===== config.mk =====
export PLATFORM = sky130hd
export DESIGN_NAME = div_arbiter
export DESIGN_NICKNAME = d
export VERILOG_FILES = /design/src/rtl/div_arbiter.sv
export SDC_FILE = /design/constraint.sdc
export NUM_CORES = 1
export LEC_CHECK = 0
export BUFFER_PORTS_ARGS = -buffer_cell sky130_fd_sc_hd__clkbuf_2
export CORE_AREA = 5 5 179 181
export DETAILED_ROUTE_END_ITERATION = 7
export DIE_AREA = 0 0 184 186
export GPL_ROUTABILITY_DRIVEN = 0
export SYNTH_ARGS = -nofsm -noshare
export SYNTH_HDL_FRONTEND = slang
export SYNTH_SLANG_ARGS = --single-unit

===== constraint.sdc =====
create_clock -name clk -period 3.7 [get_ports clk]
set_input_delay 0.185 -clock clk [delete_from_list [all_inputs] [get_ports clk]]
set_output_delay 0.185 -clock clk [all_outputs]
set_load 0.005 [all_outputs]

===== src/rtl/div_arbiter.sv =====
// div_arbiter: round-robin share of one start/done divider core; DIV_ARB_WATCHDOG_EN adds a WAIT watchdog
module div_arbiter #(
  parameter int NREQ    = 4,
  parameter int WIDTH   = 32,
  parameter int TIMEOUT = 64
) (
  input  logic                     clk,
  input  logic                     reset,
  input  logic [NREQ-1:0]          req_valid,
  output logic [NREQ-1:0]          req_ready,
  input  logic [NREQ*WIDTH-1:0]    req_dividend,
  input  logic [NREQ*WIDTH-1:0]    req_divisor,
  output logic [NREQ-1:0]          resp_valid,
  output logic [$clog2(NREQ)-1:0]  resp_id,
  output logic [WIDTH-1:0]         resp_quotient,
  output logic [WIDTH-1:0]         resp_remainder,
  output logic                     resp_err,
  output logic                     busy,
  output logic                     div_start,
  output logic [WIDTH-1:0]         div_dividend,
  output logic [WIDTH-1:0]         div_divisor,
  input  logic                     div_done,
  input  logic [WIDTH-1:0]         div_quotient,
  input  logic [WIDTH-1:0]         div_remainder
);
  localparam int IW = $clog2(NREQ);
  typedef enum logic [1:0] {IDLE, ISSUE, WAIT, RESP} state_t;
  state_t r_state, w_next;
  logic [IW-1:0] r_ptr, r_id, r_rid, w_gid;
  logic [WIDTH-1:0] r_dvd, r_dvs, r_q, r_r, w_dvd, w_dvs;
  logic r_err, w_found, w_zero, w_tmo, w_acc, w_fin;
`ifdef DIV_ARB_WATCHDOG_EN
  localparam int CW = $clog2(TIMEOUT + 1);
  logic [CW-1:0] r_cnt;
  // count WAIT cycles; held at zero elsewhere so every WAIT starts from 0
  always_ff @(posedge clk)
    if (reset) r_cnt <= '0;
    else r_cnt <= (r_state == WAIT) ? r_cnt + 1'b1 : '0;
  assign w_tmo = (r_state == WAIT) && !div_done && (r_cnt == CW'(TIMEOUT - 1));
`else
  logic w_unused;
  assign w_unused = ^TIMEOUT;
  assign w_tmo = 1'b0;
`endif
  // first valid lane searching upward from r_ptr, wrapping
  always_comb begin
    w_found = 1'b0;
    w_gid = '0;
    for (int k = 0; k < NREQ; k++) begin
      if (!w_found && req_valid[(int'(r_ptr) + k) % NREQ]) begin
        w_found = 1'b1;
        w_gid = IW'((int'(r_ptr) + k) % NREQ);
      end
    end
  end
  assign w_dvd = req_dividend[w_gid*WIDTH +: WIDTH];
  assign w_dvs = req_divisor[w_gid*WIDTH +: WIDTH];
  assign w_zero = (w_dvs == '0);
  assign w_acc = (r_state == IDLE) && w_found;
  assign w_fin = (r_state == WAIT) && (div_done || w_tmo);
  // next-state: zero divisor skips the core entirely
  always_comb begin
    w_next = r_state;
    unique case (r_state)
      IDLE:  if (w_found) w_next = w_zero ? RESP : ISSUE;
      ISSUE: w_next = WAIT;
      WAIT:  if (div_done || w_tmo) w_next = RESP;
      RESP:  w_next = IDLE;
    endcase
  end
  // state register
  always_ff @(posedge clk)
    if (reset) r_state <= IDLE;
    else r_state <= w_next;
  // operand latch, result capture and round-robin pointer
  always_ff @(posedge clk) begin
    if (reset) begin
      r_ptr <= '0;
      r_id  <= '0;
      r_rid <= '0;
      r_dvd <= '0;
      r_dvs <= '0;
      r_q   <= '0;
      r_r   <= '0;
      r_err <= 1'b0;
    end else begin
      if (w_acc) begin
        r_id  <= w_gid;
        r_dvd <= w_dvd;
        r_dvs <= w_dvs;
        if (w_zero) begin
          r_q   <= '1;
          r_r   <= w_dvd;
          r_err <= 1'b1;
          r_rid <= w_gid;
        end
      end
      if (w_fin) begin
        r_q   <= div_done ? div_quotient : '0;
        r_r   <= div_done ? div_remainder : '0;
        r_err <= !div_done;
        r_rid <= r_id;
      end
      if (r_state == RESP) r_ptr <= IW'((int'(r_id) + 1) % NREQ);
    end
  end
  assign req_ready      = w_acc ? NREQ'(1) << w_gid : '0;
  assign resp_valid     = (r_state == RESP) ? NREQ'(1) << r_rid : '0;
  assign resp_id        = r_rid;
  assign resp_quotient  = r_q;
  assign resp_remainder = r_r;
  assign resp_err       = r_err;
  assign busy           = (r_state != IDLE);
  assign div_start      = (r_state == ISSUE);
  assign div_dividend   = r_dvd;
  assign div_divisor    = r_dvs;
endmodule


# Yosys cells after proc, flatten, opt, wreduce, memory -nomap -nowiden

Index checks and enable logic that the tools add are counted.

Register bits: 137
Input port bits: 327
Output and inout port bits: 141
Word-level logic and storage cells: 87

Add/subtract/negate cells: 4
$lt $le $gt $ge: 4
Equality and inequality tests: 5
Shifts and indexed selects: 4
Mux-type cells: 39
Bitwise logic cells: 3
Reduce and logical (&&, ||, !) cells: 19

Operators by type and width:

| cell                | count |
|---|---|
| $mux 32             | 8 |
| $shiftx 128x8->32   | 2 |
| $logic_not 32->1    | 1 |
| $mux 2              | 10 |
| $mux 1              | 14 |
| $lt 3x4->1 const B  | 3 |
| $bmux 1 s2          | 4 |
| $mux 4              | 2 |
| $pmux 2 s4          | 1 |
| $shl 1x2->4 const A | 2 |
| $reduce_bool 2->1   | 3 |
| $reduce_or 2->1     | 3 |
| $logic_and 1x1->1   | 5 |
| $add 2x1->2 const B | 2 |
| $add 2x2->2 const B | 2 |
| $eq 2x2->1 const B  | 2 |
| $logic_not 1->1     | 4 |
| $ne 2x2->1 const B  | 2 |
| $reduce_and 2->1    | 2 |
| $and 1x1->1 const A | 3 |
| $lt 2x3->1 const B  | 1 |
| $eq 2x1->1 const B  | 1 |
| $logic_not 2->1     | 1 |

# Longest topological paths before layout

Word-level depth: 19
Mapped depth: 16
Depth with buffers taken out: 8

# Worst setup path before layout

OpenSTA, ideal clock, no wires.

Path kind: register to register
Start point: register r_ptr[0]
End point: register r_q[15], in the netlist resp_quotient[15]
Setup time: 0.120 ns
Arrival: 2.824 ns
Required time: 3.580 ns
Setup slack: 0.757 ns
Cell stages (with the launch flop): 16
Path buffers: 7
Period minus slack after synthesis: 2.943 ns
Path through: dfxtp_1 -> nor2b_1 -> clkbuf_1 -> or4b_1 -> clkbuf_1 -> buf_2 -> buf_2 -> a21bo_2 -> a32oi_1 -> nor4_1 -> and4_1 -> buf_2 -> and3_1 -> buf_6 -> buf_6 -> o31a_1

Longest elaborated chain between the ends: 16
Elaborated cells on any way between the ends: 34
Classes of those cells: add/sub: 3; shift: 1; mux: 19; reduce/logical: 11

Ends and longest elaborated chain:

| what                                                            | RTL line | source |
|---|---|---|
| start: declaration                                              | 29       | `logic [IW-1:0] r_ptr, r_id, r_rid, w_gid;` |
| start signal: assignment                                        | 104      | `if (r_state == RESP) r_ptr <= IW'((int'(r_id) + 1) % NREQ);` |
| $add 2x1->2 or $bmux 1 s2 (tied branches)                       | 50, 52   |  |
| $bmux 1 s2 or $mux 1 (tied branches)                            | 50       | `if (!w_found && req_valid[(int'(r_ptr) + k) % NREQ]) begin` |
| $mux 1 (not written as such)                                    | 50       |  |
| $mux 1 (not written as such) or $logic_not 1->1 (tied branches) | 50       |  |
| $logic_and 1x1->1                                               | 50       |  |
| $mux 1                                                          | 50       |  |
| $logic_not 1->1                                                 | 50       |  |
| $logic_and 1x1->1                                               | 50       |  |
| $mux 1                                                          | 50       |  |
| $logic_not 1->1                                                 | 50       |  |
| $logic_and 1x1->1                                               | 50       |  |
| $mux 2                                                          | 50       |  |
| $shiftx 128x8->32                                               | 57       | `assign w_dvs = req_divisor[w_gid*WIDTH +: WIDTH];` |
| $logic_not 32->1                                                | 58       | `assign w_zero = (w_dvs == '0);` |
| $reduce_bool 2->1 (no line)                                     | n/a      |  |
| $reduce_and 2->1 (no line) *                                    | n/a      |  |
| end signal: assignment                                          | 99       | `r_q <= div_done ? div_quotient : '0;` |
| end: declaration                                                | 30       | `logic [WIDTH-1:0] r_dvd, r_dvs, r_q, r_r, w_dvd, w_dvs;` |

Mark *: on every way between the ends. The rest lies on a longest branch, timed or not. The select of a mux whose other input is x is not followed.
A chain may end at the register's enable or synchronous reset.

# Worst setup path after layout

Start point: register r_ptr[0]
End point: register r_r[13], in the netlist resp_remainder[13]

Longest elaborated chain between the ends: 16
Elaborated cells on any way between the ends: 38
Classes of those cells: add/sub: 3; shift: 2; mux: 22; reduce/logical: 11

Ends and longest elaborated chain:

| what                                                            | RTL line | source |
|---|---|---|
| $add 2x1->2 or $bmux 1 s2 (tied branches)                       | 50, 52   |  |
| $bmux 1 s2 or $mux 1 (tied branches)                            | 50       |  |
| $mux 1 (not written as such)                                    | 50       |  |
| $mux 1 (not written as such) or $logic_not 1->1 (tied branches) | 50       |  |
| $logic_and 1x1->1                                               | 50       |  |
| $mux 1                                                          | 50       |  |
| $logic_not 1->1                                                 | 50       |  |
| $logic_and 1x1->1                                               | 50       |  |
| $mux 1                                                          | 50       |  |
| $logic_not 1->1                                                 | 50       |  |
| $logic_and 1x1->1                                               | 50       |  |
| $mux 2                                                          | 50       |  |
| $shiftx 128x8->32 (on tied branches)                            | 57, 56   |  |
| $logic_not 32->1 or $mux 32 (tied branches)                     | 58, 91   |  |
| $reduce_bool 2->1 (no line) or $mux 32 (tied branches)          | n/a      |  |
| $reduce_and 2->1 (no line) or $mux 32 (tied branches)           | n/a      |  |
| end signal: assignment                                          | 93       | `r_r <= w_dvd;` |
| end signal: assignment                                          | 100      | `r_r <= div_done ? div_remainder : '0;` |
| end: declaration                                                | 30       |  |

Parallel ways exist; a longest one is shown, timed or not. The select of a mux whose other input is x is not followed.

==> summary.md <==
| Metric | Value |
|---|---|
| Slew headroom | 32.2% |
| Max-slew violations | 0 |
| Port Buffers | 467 |
| Worst R2R End | resp_remainder[13]$_SDFFE_PP0P_ |
| P_leak | around 5.7 nW |
| Worst-margin pin slew | 1020 ps |
| Design Power | 5.65 mW |
| Initial antenna violation count | 4 |
| CTS Buf Count | 17 |
| Syn. warnings | 0 |
| Post-synth cell types | 44 |
| RSZ-0062 raised after global routing | no |
| R2r setup slk | 320 ps |
| Vias in the first global route | 10,877 |
| Pre-antenna DRT Iters | 5 |
| Min Tclk post-route | between 3000 and 4000 ps |
| Post-CTS Resized | 0 |
| Hold path endpoint | resp_remainder[27]$_SDFFE_PP0P_ |
| Max capacitance violation total | 0 |
| Via count | ~11,000 |
| Postcts setup bufs | 0 |
| Seq cells post-synth | 137 |
| Worst path slowest cell | or4b_4 |
| Hold-fix buffers at CTS | 9 |
| Status | complete, no violations |
| Final setup skew | 16.2 ps |
| Final setup viols | 0 |
| CTS tree | done |
| Top FF cell, synth | dfxtp_1 |
| CP top delay family | simple AND/OR/NAND/NOR gates |
| Die area | 0.0342 mm^2 |
| FFs w/ async S/R, synth | 0% |
| Final Hold Viols | 0 |
| WL/cell | 20.7 um |
| Slowest stage delay, CP | 700 ps |
| # fillers | 3,206 |
| DRC Markers | 0 |
| Seq/Total Area, Yosys | 29.7% |
| P&R area growth vs syn | 35.4% |
| Worst r2r src | r_ptr[0]$_SDFFE_PP0P_ |
| Final HPWL DP | about 32,000 um |
| Syn_nets | between 1,500 and 2,000 |
| Core area | 0.0303 mm^2 |
| Hold Path Stages | 3 |
| H-tree depth | 4 |
| Share of layout cells above drive strength 1 | 38.2% |
| HP Class | input port to register |
| DIE HEIGHT | 186 um |
| EDFF count, synth | 0 |
| Hold_sp | div_remainder[27] |
| CP endpoint kind | register |
| Final nets | 1,977 |
| Most frequent cell after synthesis | nor2_1 |
| Buf/Inv on CP | 2 |
| Peak supply drop | 0.000307 V |
| Synth Instances | roughly 1,300 |
| Top-area cell type share of the netlist area | a little under 30% |
| # IOs | 468 |
| Root Driver | clkbuf_16 |
| Final WL | 42,600 um |
| Setup CP Type | register to register |
| Initial Utilization | a little under a third |
| Max Freq | 0.296 GHz |
| CTS sink count | 137 |
| Total grt overflow | 0 |
| DR iter-0 viols | 879 |
| R2R depth | 10 |
| Synth top area cells | dfxtp_1 (30%), nor2_1 (7.0%), nand2_1 (6.8%) |
| Crit-path cells | nor2b_2, or4b_4, buf_4, and3_1, o32a_1, nor4_1, and4_2, buf_12, a31o_2, nand3_1 |
| Rows | 64 |
| First-pass GRT wire length | ~62,000 um |
| Synth area leader | dfxtp_1 |
| Global Route Usage Sum | 23.1% |
| Clock transition at the registers of the reported paths | around 60 ps |
| Synth cell count leaders | nor2_1 (172), nand2_1 (167), dfxtp_1 (137) |
| Clk_lat worst skew | 420 ps |
| CP required | 4000 ps |
| Startpoint Class | register |
| Worst setup margin | 320 ps |
| Worst EP arrival | 3680 ps |
| Syn_area_per_cell | 7.23 um^2 |
| Die width | 184 um |
| Pin count of the biggest net entering global routing | 102 |
| Post-Syn Area | about 0.009 mm^2 |
| Crit Path Max Fanout | 67 |
| Setup TNS | 0 ps |
| Cell area power density | roughly 450 mW/mm^2 |
| Tcrit/Tclk final | between 90% and 100% |
| Max Root-Sink Buffers | 2 |
| DR vias/cell | 5.53 |
| Antenna-violating nets left | 0 |
| Dpl ws | 341 ps |
-- cell families after synthesis --
family                     count (synthesis)  share of synthesized area (%)
AOI/OAI and AO/OA                        300                           25.6
xor gates and xnor gates                   1                         0.0948
adders and majority gates                  5                          0.677
buffers and inverters                    167                           7.53
DFF                                      137                           29.7
muxes                                      1                          0.108
and+or+nand+nor                          667                           36.3
-- routing by layer --
layer,vias to the layer above,wire [um],track usage (%)
li1,5418,-,-
met1,5340,16300,27.0
met2,507,21400,40.7
met3,92,3160,5.08
met4,4,1750,10.4
met5,-,27,0
-- through the flow --
step	area, um^2	utilization (%)	cells	hold slack [ps]
after global routing	12500	41.3	2056	12.3
after CTS	12500	41.3	2054	0.443
after detailed placement	11800	38.9	2013	443
after floorplan	9240	-	1278	345
after global placement	11800	38.9	2013	436
final	12500	41.3	2056	19.7
-- power by group --
group          internal [mW]  switching (mW)  total [mW]
Clock                   1.14           0.709        1.85
Sequential              1.68           0.116        1.79
Combinational          0.792            1.22        2.01
-- worst min-delay path, cell delays in order --
cell and delay (ps):
clkbuf_2 80, nand3b_1 70, nand3_1 80
-- layout make-up --
type | count | area (um^2) | share of cell area, %
Antenna cell | 2 | 5.00 | 0.0400
Clock buffer | 19 | 433 | 3.46
Clock inverter | 13 | 191 | 1.53
Inverter | 5 | 18.8 | 0.150
Multi-Input combinational cell | 974 | 5860 | 46.9
Sequential cell | 137 | 2740 | 21.9
Tap cell | 396 | 495 | 3.96
Timing Repair Buffer | 510 | 2760 | 22.1
-- flip-flops by register name (all words and copies together), names as in the netlist --
signal	count
div_dividend	32
div_divisor	32
r_id	2
r_ptr	2
r_state	2
resp_err	1
resp_id	2
resp_quotient	32
resp_remainder	32
-- how the worst max path moves through the flow --
| stage | startpoint | endpoint | slack, ps | depth (start not counted) |
|---|---|---|---|---|
| floorplan | r_ptr[0]$_SDFFE_PP0P_ | resp_quotient[15]$_SDFFE_PP0P_ | 760 | 15 |
| global placement | req_valid[2] | r_state[1]$_SDFFE_PP0P_ | 340 | 11 |
| detailed placement | r_ptr[0]$_SDFFE_PP0P_ | r_state[1]$_SDFFE_PP0P_ | 340 | 10 |
| CTS | r_ptr[0]$_SDFFE_PP0P_ | req_ready[3] | 300 | 7 |
| global route | r_ptr[0]$_SDFFE_PP0P_ | r_state[1]$_SDFFE_PP0P_ | 130 | 10 |
| finish | r_ptr[0]$_SDFFE_PP0P_ | resp_remainder[13]$_SDFFE_PP0P_ | 320 | 10 |
-- placed cells by master (no fill, tap or decap), types with 32 or more instances in the layout --
cell and n:
nand3_1 82, nor4_1 40, o31a_1 32, nor3b_1 33
nand2_1 165, a31o_2 65, dfxtp_1 136, nor2_1 170
nand4_1 34, and3_1 51, a21oi_1 66, nand3b_1 67
clkbuf_2 466, a211oi_1 34
Power figures use the tool's default switching activity.
